<file path="config.mk">
export PLATFORM = sky130hd
export DESIGN_NAME = processor_datapath
export DESIGN_NICKNAME = d
export VERILOG_FILES = /design/src/rtl/processor_pkg.sv /design/src/rtl/processor_alu.sv /design/src/rtl/processor_datapath.sv
export SDC_FILE = /design/constraint.sdc
export NUM_CORES = 1
export LEC_CHECK = 0
export BUFFER_PORTS_ARGS = -buffer_cell sky130_fd_sc_hd__clkbuf_2
export CORE_MARGIN = 8
export CORE_UTILIZATION = 57
export DETAILED_ROUTE_END_ITERATION = 10
export PLACE_DENSITY = 0.78
export SYNTH_ARGS = -nofsm -noshare
export SYNTH_HDL_FRONTEND = slang
export SYNTH_SLANG_ARGS = --single-unit
</file>
<file path="constraint.sdc">
create_clock -name clk -period 4.79 [get_ports clk]
set_input_delay 0.2395 -clock clk [delete_from_list [all_inputs] [get_ports clk]]
set_output_delay 0.2395 -clock clk [all_outputs]
set_load 0.01 [all_outputs]
</file>
<file path="src/rtl/processor_pkg.sv">
// Shared constants and types for the 10-bit processor: widths, opcodes, ALU ops and instruction fields.
package processor_pkg;

  localparam int unsigned WIDTH   = 10;
  localparam int unsigned NREGS   = 4;
  localparam int unsigned SHAMT_W = 4;

  localparam logic [3:0] OP_LOAD = 4'b0000;
  localparam logic [3:0] OP_COPY = 4'b0001;

  typedef enum logic [3:0] {
    ALU_ADD = 4'b0010,
    ALU_SUB = 4'b0011,
    ALU_AND = 4'b0100,
    ALU_OR  = 4'b0101,
    ALU_XOR = 4'b0110,
    ALU_NOT = 4'b0111,
    ALU_SLL = 4'b1000,
    ALU_SRL = 4'b1001,
    ALU_SRA = 4'b1010,
    ALU_SLT = 4'b1011
  } alu_op_t;

  // Instruction field positions within IR
  localparam int unsigned RX_MSB  = 9;
  localparam int unsigned RX_LSB  = 8;
  localparam int unsigned RY_MSB  = 7;
  localparam int unsigned RY_LSB  = 6;
  localparam int unsigned OP_MSB  = 5;
  localparam int unsigned OP_LSB  = 2;
  localparam int unsigned CLS_MSB = 1;
  localparam int unsigned CLS_LSB = 0;

  typedef struct packed {
    logic [1:0] rx;
    logic [1:0] ry;
    logic [3:0] op;
    logic [1:0] cls;
  } instr_t;

endpackage

</file>
<file path="src/rtl/processor_alu.sv">
// Combinational ALU on operands A and G; unknown or unused op codes produce zero.
module processor_alu
  import processor_pkg::*;
(
  input  logic [WIDTH-1:0] a,
  input  logic [WIDTH-1:0] g,
  input  logic [3:0]       alucont,
  output logic [WIDTH-1:0] result
);

  logic [SHAMT_W-1:0] shamt;
  logic               big_shift;

  assign shamt     = g[SHAMT_W-1:0];
  assign big_shift = (32'(shamt) >= WIDTH);

  // Shifts of WIDTH or more saturate to zero, or to sign-fill for SRA
  always_comb begin
    result = '0;
    case (alucont)
      ALU_ADD: result = a + g;
      ALU_SUB: result = a - g;
      ALU_AND: result = a & g;
      ALU_OR:  result = a | g;
      ALU_XOR: result = a ^ g;
      ALU_NOT: result = ~a;
      ALU_SLL: result = big_shift ? '0 : (a << shamt);
      ALU_SRL: result = big_shift ? '0 : (a >> shamt);
      ALU_SRA: result = big_shift ? {WIDTH{a[WIDTH-1]}} : WIDTH'($signed(a) >>> shamt);
      ALU_SLT: result = WIDTH'($signed(a) < $signed(g));
      default: result = '0;
    endcase
  end

endmodule

</file>
<file path="src/rtl/processor_datapath.sv">
// Execution datapath: shared bus, register file R0-R3, A/G/IR registers,
// timestep counter and done/bus_conflict flags driven by the controller's control word.
module processor_datapath
  import processor_pkg::*;
(
  input  logic             clk,
  input  logic             rst_n,
  input  logic [WIDTH-1:0] data,
  input  logic [WIDTH-1:0] IMM,
  input  logic [1:0]       Rin,
  input  logic [1:0]       Rout,
  input  logic             ENW,
  input  logic             ENR,
  input  logic             Ain,
  input  logic             Gin,
  input  logic             Gout,
  input  logic [3:0]       ALUcont,
  input  logic             Ext,
  input  logic             IRin,
  input  logic             Clr,
  output logic [WIDTH-1:0] IR,
  output logic [1:0]       timestep,
  output logic [WIDTH-1:0] bus,
  output logic             done,
  output logic             bus_conflict
);

  logic [WIDTH-1:0] regs [NREGS];
  logic [WIDTH-1:0] a_q;
  logic [WIDTH-1:0] g_q;
  logic [WIDTH-1:0] alu_result;
  logic             multi_drive;

  processor_alu u_alu (
    .a       (a_q),
    .g       (g_q),
    .alucont (ALUcont),
    .result  (alu_result)
  );

  // Bus source priority: Ext > ENR > Gout > IMM
  always_comb begin
    bus = IMM;
    if (Ext)       bus = data;
    else if (ENR)  bus = regs[Rout];
    else if (Gout) bus = alu_result;
  end

  assign multi_drive = (Ext & ENR) | (Ext & Gout) | (ENR & Gout);

  // Reads see pre-edge contents, so a same-register write-back leaves the old value on the bus
  always_ff @(posedge clk) begin
    if (!rst_n) begin
      for (int unsigned i = 0; i < NREGS; i++) regs[i] <= '0;
      a_q          <= '0;
      g_q          <= '0;
      IR           <= '0;
      timestep     <= 2'b00;
      done         <= 1'b0;
      bus_conflict <= 1'b0;
    end else begin
      if (ENW)  regs[Rin] <= bus;
      if (Ain)  a_q       <= bus;
      if (Gin)  g_q       <= bus;
      if (IRin) IR        <= bus;
      timestep <= Clr ? 2'b00 : timestep + 2'd1;
      done     <= Clr;
      if (multi_drive) bus_conflict <= 1'b1;
    end
  end

endmodule

</file>
== After elaboration in Yosys (flattened, before gate mapping) ==
Memory sizes are Yosys's and may differ from the RTL's.
Index checks and enable logic that the tools add are counted.

* Bits in registers: 34
* Bits in writable memories: 40
* Bits of input ports: 38
* Output and inout port bits: 24
* Word-level logic and storage cells: 51
* Memories kept: 1

* Add/subtract/negate cells: 3
* $lt $le $gt $ge: 2
* Equality and inequality tests: 10
* Shifts and indexed selects: 3
* Mux-type cells: 14
* Bitwise operators: 10
* Reduce and logical (&&, ||, !) cells: 2

{| class="wikitable"
|+ Memories
! name !! words !! width !! rd ports !! clocked after memory_dff !! wr ports !! RTL line !! text
|-
| regs || 4 || 10 || 1 || 0 || 4 || processor_datapath.sv:28 || <nowiki>logic [WIDTH-1:0] regs [NREGS];</nowiki>
|}

{| class="wikitable"
|+ Operator list
! cell !! count
|-
| 10-bit one-hot mux with 10 select lines || 1
|-
| 10-bit two-way mux || 7
|-
| 4-bit by 3-bit == test with 1-bit output, second input constant || 4
|-
| 4-bit == test, second input constant || 4
|-
| 10-bit adder || 1
|-
| 10-bit bitwise AND || 1
|-
| 10-bit < comparator || 1
|-
| 10-bit NOT || 1
|-
| 10-bit OR || 1
|-
| 10-bit OR reduction || 1
|-
| 10-bit by 4-bit << shifter with 10-bit output || 1
|-
| 10-bit by 4-bit right shift with 10-bit output || 1
|-
| 10-bit by 4-bit >>> shifter with 10-bit output || 1
|-
| 10-bit subtractor || 1
|-
| 10-bit XOR || 1
|-
| 4-bit by 2-bit == test with 1-bit output, second input constant || 2
|-
| 1-bit two-way mux || 5
|-
| 4-bit greater-or-equal comparator, second input constant || 1
|-
| 1-bit bitwise AND || 3
|-
| 2-bit by 1-bit adder with 2-bit output, second input constant || 1
|-
| 2-bit two-way mux || 1
|-
| 1-bit OR || 2
|-
| 2-bit OR reduction || 1
|-
| 1-bit NOT || 1
|}

== Logic depth before layout (Yosys ltp) ==
Gate-level depths: netlist (run 1).

* Depth after elaboration: 7
* Gate-level depth with buffers: 12
* Mapped depth without buffers: 12

== By module ==
From an unflattened synthesis (run 1), not the netlist that was laid out.

* Cells, all modules: 768
* Area, all modules: 6842.8 um2

{| class="wikitable"
|+ Modules (own cells, without submodules)
! module !! instances !! cells each !! area an instance (um2)
|-
| processor_datapath || 1 || 389 || 4259.1
|-
| processor_alu || 1 || 379 || 2583.7
|}

== Least setup slack after synthesis (run 1) ==
No wires, ideal clock.

* Path kind: reg-to-output
* Start: register g_q[2]
* End: output bus[8]
* Arrival: 2.729 ns
* Required time: 4.550 ns
* Path slack: 1.822 ns
* Stages on the path, launching flop included: 12
* Buffers on the path: 2
* Cells stage by stage: dfxtp_1 -> clkbuf_1 -> inv_1 -> ha_1 -> buf_2 -> a211oi_1 -> o21bai_1 -> a2111oi_0 -> or4_1 -> o2111ai_1 -> o21ai_1 -> inv_1

* Word-level cells in the longest chain between the ends: 6
* Elaborated cells on any way between the ends: 13
* Classes of those cells: 2 x add/sub; 1 x order compare; 3 x shift; 7 x mux

{| class="wikitable"
|+ RTL lines
! what !! RTL line !! text
|-
| start: declaration || processor_datapath.sv:30 || <nowiki>logic [WIDTH-1:0] g_q;</nowiki>
|-
| start signal: assignment || processor_datapath.sv:64 || <nowiki>if (Gin) g_q <= bus;</nowiki>
|-
| parallel branches: the longest is 2 deep, another holds 10-bit subtractor || -- ||
|-
| 10-bit one-hot mux with 10 select lines * || processor_alu.sv:20 || <nowiki>case (alucont)</nowiki>
|-
| 10-bit two-way mux * || processor_datapath.sv:46 || <nowiki>else if (Gout) bus = alu_result;</nowiki>
|-
| 10-bit two-way mux * || processor_datapath.sv:45 || <nowiki>else if (ENR) bus = regs[Rout];</nowiki>
|-
| 10-bit two-way mux * || processor_datapath.sv:44 || <nowiki>if (Ext) bus = data;</nowiki>
|-
| end: declaration || processor_datapath.sv:23 || <nowiki>output logic [WIDTH-1:0] bus,</nowiki>
|}

Mark *: on every way between the ends.

== Worst setup path in the final report (run 1) ==
* Start: register a_q[2]
* End: output bus[8]

* Word-level cells in the longest chain between the ends: 6
* Elaborated cells on any way between the ends: 12
* Classes of those cells: 2 x add/sub; 3 x shift; 7 x mux

{| class="wikitable"
|+ RTL lines
! what !! RTL line !! text
|-
| start: declaration || processor_datapath.sv:29 || <nowiki>logic [WIDTH-1:0] a_q;</nowiki>
|-
| start signal: assignment || processor_datapath.sv:63 || <nowiki>if (Ain) a_q <= bus;</nowiki>
|-
| parallel branches: the longest is 2 deep, another holds 10-bit subtractor || -- ||
|-
| 10-bit one-hot mux with 10 select lines * || processor_alu.sv:20 ||
|-
| 10-bit two-way mux * || processor_datapath.sv:46 ||
|-
| 10-bit two-way mux * || processor_datapath.sv:45 ||
|-
| 10-bit two-way mux * || processor_datapath.sv:44 ||
|}

Marked as above.

==> out/qor.csv, run 1 <==
stage,metric,value,unit
outcome,status,"finished, final reports clean",
cts,Root Buffer,clkbuf_8,
grt,GR Overflow Total,0,
grt,vias in the first global route,5395,
pwr,cell-internal power,1.12,mW
critical_path,critical path's slowest cell,a2111oi_0,
cts,CTS H-Tree Depth,3,
layout,"commonest non-fill, non-tap cell in the layout",nor2_1,
sta,Fin Setup TNS,0,ns
die,I/O Pins,62,
logic_synthesis,"Seq/Total Area, Yosys",0.320,
die,Core Region,10200,um^2
placed_design,pre-CTS setup slack,1.46,ns
cts,"Clk pin slew, worst setup/hold paths",0.10,ns
grt,GR Util met3,0.0518,
grt,gr usage total,0.277,
worst_hold_path,sink of the worst hold path,done,
pwr,peak supply drop,265,uV
critical_path,crit path launch type,register,
layout,layout cell share with drive strength beyond 1,0.189,
pwr,Net Sw Power,0.661,mW
logic_synthesis,Synth area leaders,"edfxtp_1, dfxtp_1, mux4_2, ha_1, nor2_1",
drt,Post-route DRC,0,
pwr,Static Leak,2.54,nW
sta,Setup WS post-layout,0.976,ns
pwr,part of the power in registers,0.419,
layout,Fillers,896,
pwr,pwr/cell area,280,nW/um^2
critical_path,CP max stage delay,0.56,ns
critical_path,crit path DAT,3.57,ns
drt,Routed Antenna Nets,0,
cts,clock latency on the worst-skew pair,0.36,ns
critical_path,crit path capture type,output pin,
cts,CTS tree,done,
worst_hold_path,hold path cells,2,
sta,Fmax achieved,0.262,GHz
drt,WL final,19600,um
drt,initial DRC count,516,
grt,largest net degree at the start of global routing,40,
cts,total CTS buffers,9,
placed_design,port bufs,61,
logic_synthesis,top-area cell type share of the netlist area,0.204,
run,max cap viols,0,
logic_synthesis,Compound-Gate Fraction of Synth Area,0.219,
critical_path,Crit Path Max Fanout,10,
sta,max_slew headroom,0.389,
pwr,part of the power in combinational logic,0.312,
critical_path,Reg-to-Reg End,g_q[7],
sta,fin crit share,0.796,
placed_design,Area after DPL,6180,um^2
die,Die Ht,118,um
logic_synthesis,mux cell area share after synthesis,0.127,
die,die area,13800,um^2
layout,register area,1880,um^2
drt,via count,5520,
critical_path,Critical Path RT,4.55,ns
layout,multi-input logic area,3610,um^2
logic_synthesis,Syn Inst Count,651,
logic_synthesis,yosys warns,0,
logic_synthesis,post-synthesis xor/xnor area fraction,0.00596,
logic_synthesis,Yosys reg bits,74,
logic_synthesis,Simple-Gate Fraction of Synth Area,0.188,
sta,clock skew,0.0137,ns
logic_synthesis,Post-Syn Nets,723,
sta,setup violators final,0,
layout,"non-filler cells, final",825,
logic_synthesis,distinct cell type count after synthesis,82,
placed_design,# placed instances,809,
cts,buffer count from post-CTS setup fixing,0,
grt,first-pass GRT wire length,30400,um
layout,Area Overhead vs Synth,8.32,%
drt,DRT Pass-1 Iters,7,
die,Initial Util,0.577,
cts,total clock sinks,74,
sta,min Tclk post-route,3.81,ns
layout,"Design Area, Final",6370,um^2
critical_path,R2R Setup Slk,1.42,ns
layout,ANT cells,0,
grt,met2 usage in global routing,0.447,
logic_synthesis,largest family of logic cells by synthesized area,compound AO/OA/AOI/OAI gates,
logic_synthesis,Adder-Cell Fraction of Synth Area,0.0749,
logic_synthesis,Post-synth EDFFs,40,
cts,post-cts resize count,0,
logic_synthesis,Synth Area per Inst,9.03,um^2
drt,WL/cell,23.7,um
pwr,Clock power frac,0.269,
grt,grt peak-use layer,met2,
logic_synthesis,largest area contributor in the netlist,edfxtp_1,
grt,initial antenna violation count,0,
drt,Vias/cell,6.69,
logic_synthesis,cell area after synthesis,5880,um^2
placed_design,post-DP HPWL,15000,um
sta,final hold viol count,0,
sta,Worst-Margin Slew,0.916,ns
logic_synthesis,Post-synth ARST share,0,
sta,unrepaired setup endpoints after global routing,false,
critical_path,r2r startpoint,a_q[7],
critical_path,R2R depth,9,
cts,cts hold-fix bufs,0,
logic_synthesis,Main synth FF type,edfxtp_1,
critical_path,most frequent CP cell,inv_1,
sta,max-slew violation count,0,
placed_design,GP Congestion,0.982,
worst_hold_path,Hold Path Origin,Clr,
critical_path,Crit Path Class,register to output pin,
layout,most frequent cells in the layout,"nor2_1, clkbuf_2, nand2_1, edfxtp_1, inv_1",
critical_path,CP Cell Sequence,inv_1 > ha_1 > a211oi_1 > o21bai_1 > a2111oi_0 > or4_1 > o2111ai_1 > o21ai_1 > inv_1 > clkbuf_2,
die,row cnt,37,
grt,routing usage on met1,0.342,
worst_hold_path,HP Class,input pin to register,
cts,maximum clock insertion buffer count,2,
pwr,Sw Ratio,0.371,
layout,fin nets,756,
die,die span in x,118,um
[state kept, by name (all words and copies together), names as in the netlist]
name	count
g_q	10
a_q	10
timestep	2
IR	10
done	1
bus_conflict	1
regs	40
[through the flow]
step / power [mW] / hold slack, ns / util
2_1_floorplan: 1.13 / 0.367 / -
3_3_place_gp: 1.30 / 0.438 / 0.607
3_5_place_dp: 1.30 / 0.456 / 0.607
4_1_cts: 1.78 / 0.0914 / 0.625
5_1_grt: 1.86 / 0.0885 / 0.625
6_report: 1.78 / 0.101 / 0.625
[routing by layer]
metal	wire, um	vias to the layer above	share of wire
met4	1060	0	0.054
met2	9210	331	0.47
met5	0	-	0
li1	-	2481	-
met1	7540	2648	0.39
met3	1760	60	0.090
[cells by family after synthesis]
logic type,Yosys count
simple gates,227
compound gates,174
buf+inv,90
flops,74
mux,48
fa+ha+maj,34
xor+xnor,4
[synthesized netlist by cell type (all sizes together), types with 4 or more instances]
cell     count
nand2b      11
a211o        5
a22oi        5
a211oi      20
o211ai       8
buf         22
mux4        20
mux2         8
nor2b        9
a31oi        4
nor4         5
mux2i       20
nor3b        7
ha          32
o21a         5
edfxtp      40
inv         44
a2111oi      5
a31o         7
a2bb2oi      5
o22ai        4
o31ai        6
nand2       40
o21ai       32
nand3       12
dfxtp       34
a22o         4
clkbuf      22
nor2        97
o2111ai      4
or3          9
a21oi       26
and3         4
a21o         5
nor3        12
[worst max-delay path: cells and delay by family (launching register included)]
family,cells,cell delay [ns]
buffers and inverters,3,0.37
DFF,1,0.54
AOI/OAI and AO/OA,5,1.67
and+or+nand+nor,1,0.19
adders and majority gates,1,0.44
[how the worst max path moves through the flow]
| stage | from | endpoint | slack (ns) | cells past startpoint |
|---|---|---|---|---|
| after floorplan | g_q[2] | bus[8] | 1.82 | 11 |
| after global placement | a_q[7] | bus[7] | 1.42 | 9 |
| after detailed placement | a_q[2] | bus[8] | 1.46 | 10 |
| after CTS | a_q[2] | bus[8] | 1.04 | 10 |
| after global routing | a_q[2] | bus[8] | 0.62 | 10 |
| final | a_q[2] | bus[8] | 0.98 | 10 |
[power by group through the flow]
stage | combinational (mW) | clock (mW) | sequential [mW]
CTS | 0.547 | 0.483 | 0.746
floorplan | 0.381 | 0 | 0.750
detailed placement | 0.544 | 0 | 0.761
global placement | 0.540 | 0 | 0.757
finish | 0.556 | 0.481 | 0.747
global route | 0.597 | 0.509 | 0.751
[area by class of cell]
class	count	share of cell area
clock inverter	7	0.0100
timing repair buffer	66	0.0538
inverter	46	0.0275
tap	136	0.0267
clock buffer	9	0.0195
multi-input combinational	487	0.567
sequential	74	0.296
Power figures use the tool's default switching activity.
==> run 2, diff against run 1 <==
--- a/config.mk
+++ b/config.mk
@@ -5,6 +5,7 @@
 export SDC_FILE = /design/constraint.sdc
 export NUM_CORES = 1
 export LEC_CHECK = 0
+export ABC_AREA = 1
 export BUFFER_PORTS_ARGS = -buffer_cell sky130_fd_sc_hd__clkbuf_2
 export CORE_MARGIN = 8
 export CORE_UTILIZATION = 57
==> constraint.sdc (replaced) <==
create_clock -name clk -period 3.6 [get_ports clk]
set_input_delay 0.18 -clock clk [delete_from_list [all_inputs] [get_ports clk]]
set_output_delay 0.18 -clock clk [all_outputs]
set_load 0.01 [all_outputs]
==> run 2 against run 1 <==
Sequential power is 33% higher. Design area grew 3.2%. Sequential share of layout area shrank 0.89 points. Global-route usage up 1.0 points. Non-clock buffer count grew 3. Setup slack worse by 0.72 ns. Hold slack got worse by 0.070 ns. Combinational power grew 26%. Critical path type unchanged. Largest power group unchanged.
==> out/qor.csv, run 2 <==
stage,metric,value,unit
pwr,cell-internal power,1.56,mW
die,Initial Util,0.582,
drt,via count,6223,
cts,total clock sinks,74,
logic_synthesis,largest area contributor in the netlist,edfxtp_1,
placed_design,GP Congestion,0.989,
drt,WL/cell,18.6,um
pwr,part of the power in combinational logic,0.291,
sta,clock skew,0.0107,ns
cts,maximum clock insertion buffer count,2,
drt,DRT Pass-1 Iters,6,
die,Die Ht,118,um
placed_design,port bufs,61,
sta,Worst-Margin Slew,0.637,ns
logic_synthesis,Synth Area per Inst,6.63,um^2
cts,clock latency on the worst-skew pair,0.35,ns
worst_hold_path,HP Class,input pin to register,
sta,unrepaired setup endpoints after global routing,false,
drt,Post-route DRC,0,
grt,first-pass GRT wire length,32100,um
logic_synthesis,distinct cell type count after synthesis,44,
die,Core Region,10200,um^2
layout,Area Overhead vs Synth,10.4,%
logic_synthesis,Post-synth ARST share,0,
cts,total CTS buffers,9,
critical_path,R2R depth,13,
critical_path,Crit Path Max Fanout,8,
pwr,pwr/cell area,367,nW/um^2
grt,gr usage total,0.288,
drt,Vias/cell,5.74,
die,die area,14000,um^2
critical_path,crit path launch type,register,
cts,Root Buffer,clkbuf_8,
grt,initial antenna violation count,0,
drt,met3 wire len,1810,um
drt,wl on met1,8070,um
layout,ANT cells,0,
sta,max-slew violation count,0,
die,I/O Pins,62,
pwr,part of the power in registers,0.411,
logic_synthesis,top-area cell type share of the netlist area,0.202,
logic_synthesis,Post-Syn Nets,970,
sta,max_slew headroom,0.575,
layout,"non-filler cells, final",1085,
layout,most flop-heavy register,regs,
drt,met2 routed wirelength,9270,um
sta,min Tclk post-route,3.35,ns
layout,Largest register FFs,40,
critical_path,Crit Path Class,register to output pin,
sta,final hold viol count,0,
cts,buffer count from post-CTS setup fixing,0,
worst_hold_path,Hold Path Origin,Clr,
cts,"Clk pin slew, worst setup/hold paths",0.08,ns
critical_path,Reg-to-Reg End,regs[2][8],
pwr,Net Sw Power,0.854,mW
placed_design,# placed instances,1069,
logic_synthesis,cell area after synthesis,5950,um^2
grt,largest net degree at the start of global routing,33,
logic_synthesis,"Seq/Total Area, Yosys",0.316,
pwr,peak supply drop,357,uV
logic_synthesis,Synth area leaders,"edfxtp_1, nand2_1, dfxtp_1, nand3_1, ha_1",
logic_synthesis,Syn Inst Count,898,
grt,vias in the first global route,6004,
outcome,status,"finished, final reports clean",
pwr,Static Leak,3.22,nW
run,max cap viols,0,
sta,fin crit share,0.929,
layout,layout cell share with drive strength beyond 1,0.141,
grt,GR Overflow Total,0,
cts,CTS H-Tree Depth,3,
drt,Top Metal Used,met4,
sta,setup violators final,0,
drt,Routed Antenna Nets,0,
critical_path,crit path DAT,3.17,ns
layout,fin nets,1016,
pwr,Clock power frac,0.298,
worst_hold_path,hold path cells,2,
critical_path,R2R Setup Slk,0.67,ns
cts,CTS tree,done,
placed_design,post-DP HPWL,15700,um
drt,WL final,20200,um
logic_synthesis,top post-synthesis cells by count,"nand2_1, inv_1, nor2_1",
cts,cts hold-fix bufs,0,
layout,"commonest non-fill, non-tap cell in the layout",nand2_1,
logic_synthesis,Yosys reg bits,74,
logic_synthesis,Post-synth EDFFs,40,
drt,initial DRC count,740,
sta,Fmax achieved,0.299,GHz
pwr,Sw Ratio,0.354,
layout,most frequent cells in the layout,"nand2_1, inv_1, nor2_1, nand3_1, a21oi_1",
logic_synthesis,top-count cell post-synth,nand2_1,
critical_path,crit path capture type,output pin,
die,die span in x,118,um
critical_path,Critical Path RT,3.42,ns
die,row cnt,37,
critical_path,r2r startpoint,a_q[5],
logic_synthesis,yosys warns,0,
sta,Fin Setup TNS,0,ns
logic_synthesis,Main synth FF type,edfxtp_1,
worst_hold_path,sink of the worst hold path,timestep[0],
[run 2: cell types whose count changed in the layout (fill, tap and decap cells not counted), sizes merged, moves of 36 or more]
| cell | before | now |
|---|---|---|
| nand2 | 40 | 248 |
| nand3 | 12 | 89 |
| inv | 51 | 114 |
| a21oi | 26 | 76 |
| o21ai | 32 | 68 |
[run 2: critical path, stage by stage, from the launching register on]
cell and delay (ns):
dfxtp_1 0.54, inv_1 0.17, ha_1 0.47, inv_1 0.16, nand2_1 0.08, nand2_1 0.06, nand3b_1 0.21, nand2_1 0.09
inv_1 0.03, o21ai_0 0.33, o21ai_0 0.16, nand2_1 0.12, nand2_2 0.16, inv_1 0.10, clkbuf_2 0.13
[run 2: through the flow]
| step | util | setup WS (ns) | hold slack, ns | area [um^2] | power, mW |
|---|---|---|---|---|---|
| 6_report | 0.642 | 0.254 | 0.0314 | 6570 | 2.41 |
| 5_1_grt | 0.642 | 0.0519 | 0.0297 | 6570 | 2.53 |
| 4_1_cts | 0.642 | 0.289 | 0.0135 | 6570 | 2.40 |
| 3_5_place_dp | 0.620 | 0.683 | 0.395 | 6350 | 1.69 |
| 3_3_place_gp | 0.620 | 0.740 | 0.390 | 6350 | 1.69 |
| 2_1_floorplan | - | 1.12 | 0.256 | 5950 | 1.46 |
[run 2: routing by layer]
layer | global-route usage | up-vias
met3 | 0.0590 | 72
met5 | 0 | -
met2 | 0.458 | 345
met4 | 0.154 | 0
li1 | - | 3024
met1 | 0.360 | 2782
[run 2: power groups by stage]
stage / Clock, mW / Sequential, mW / Combinational [mW]
4_1_cts: 0.729 / 0.988 / 0.685
5_1_grt: 0.756 / 0.996 / 0.777
3_3_place_gp: 0 / 1.01 / 0.685
3_5_place_dp: 0 / 1.01 / 0.682
2_1_floorplan: 0 / 0.996 / 0.465
6_report: 0.719 / 0.990 / 0.701
[run 2: final cells by class]
class | count | area [um^2]
tap | 136 | 170
sequential | 74 | 1880
inverter | 112 | 423
multi-input combinational | 678 | 3510
fill | 953 | 3660
clock inverter | 7 | 98.8
timing repair buffer | 69 | 365
clock buffer | 9 | 124
[run 2: timing repair]
action                                  CTS  global route
endpoints found under the setup margin    0             2
endpoints found under the hold margin     0             0
resized for setup                         0             1
[run 2: cell families after synthesis]
family	synth area share
xor+xnor	0.00147
buf+inv	0.0944
compound gates	0.151
fa+ha+maj	0.0740
simple gates	0.363
flops	0.316
[run 2: worst max-delay path by stage]
stage	slack [ns]	cells after the start	to	from
floorplan	1.12	15	regs[3][2]	g_q[2]
global placement	0.74	13	bus[6]	g_q[3]
detailed placement	0.68	13	bus[6]	g_q[3]
CTS	0.29	13	bus[6]	g_q[3]
global route	0.05	13	bus[2]	g_q[0]
finish	0.25	14	bus[6]	a_q[5]
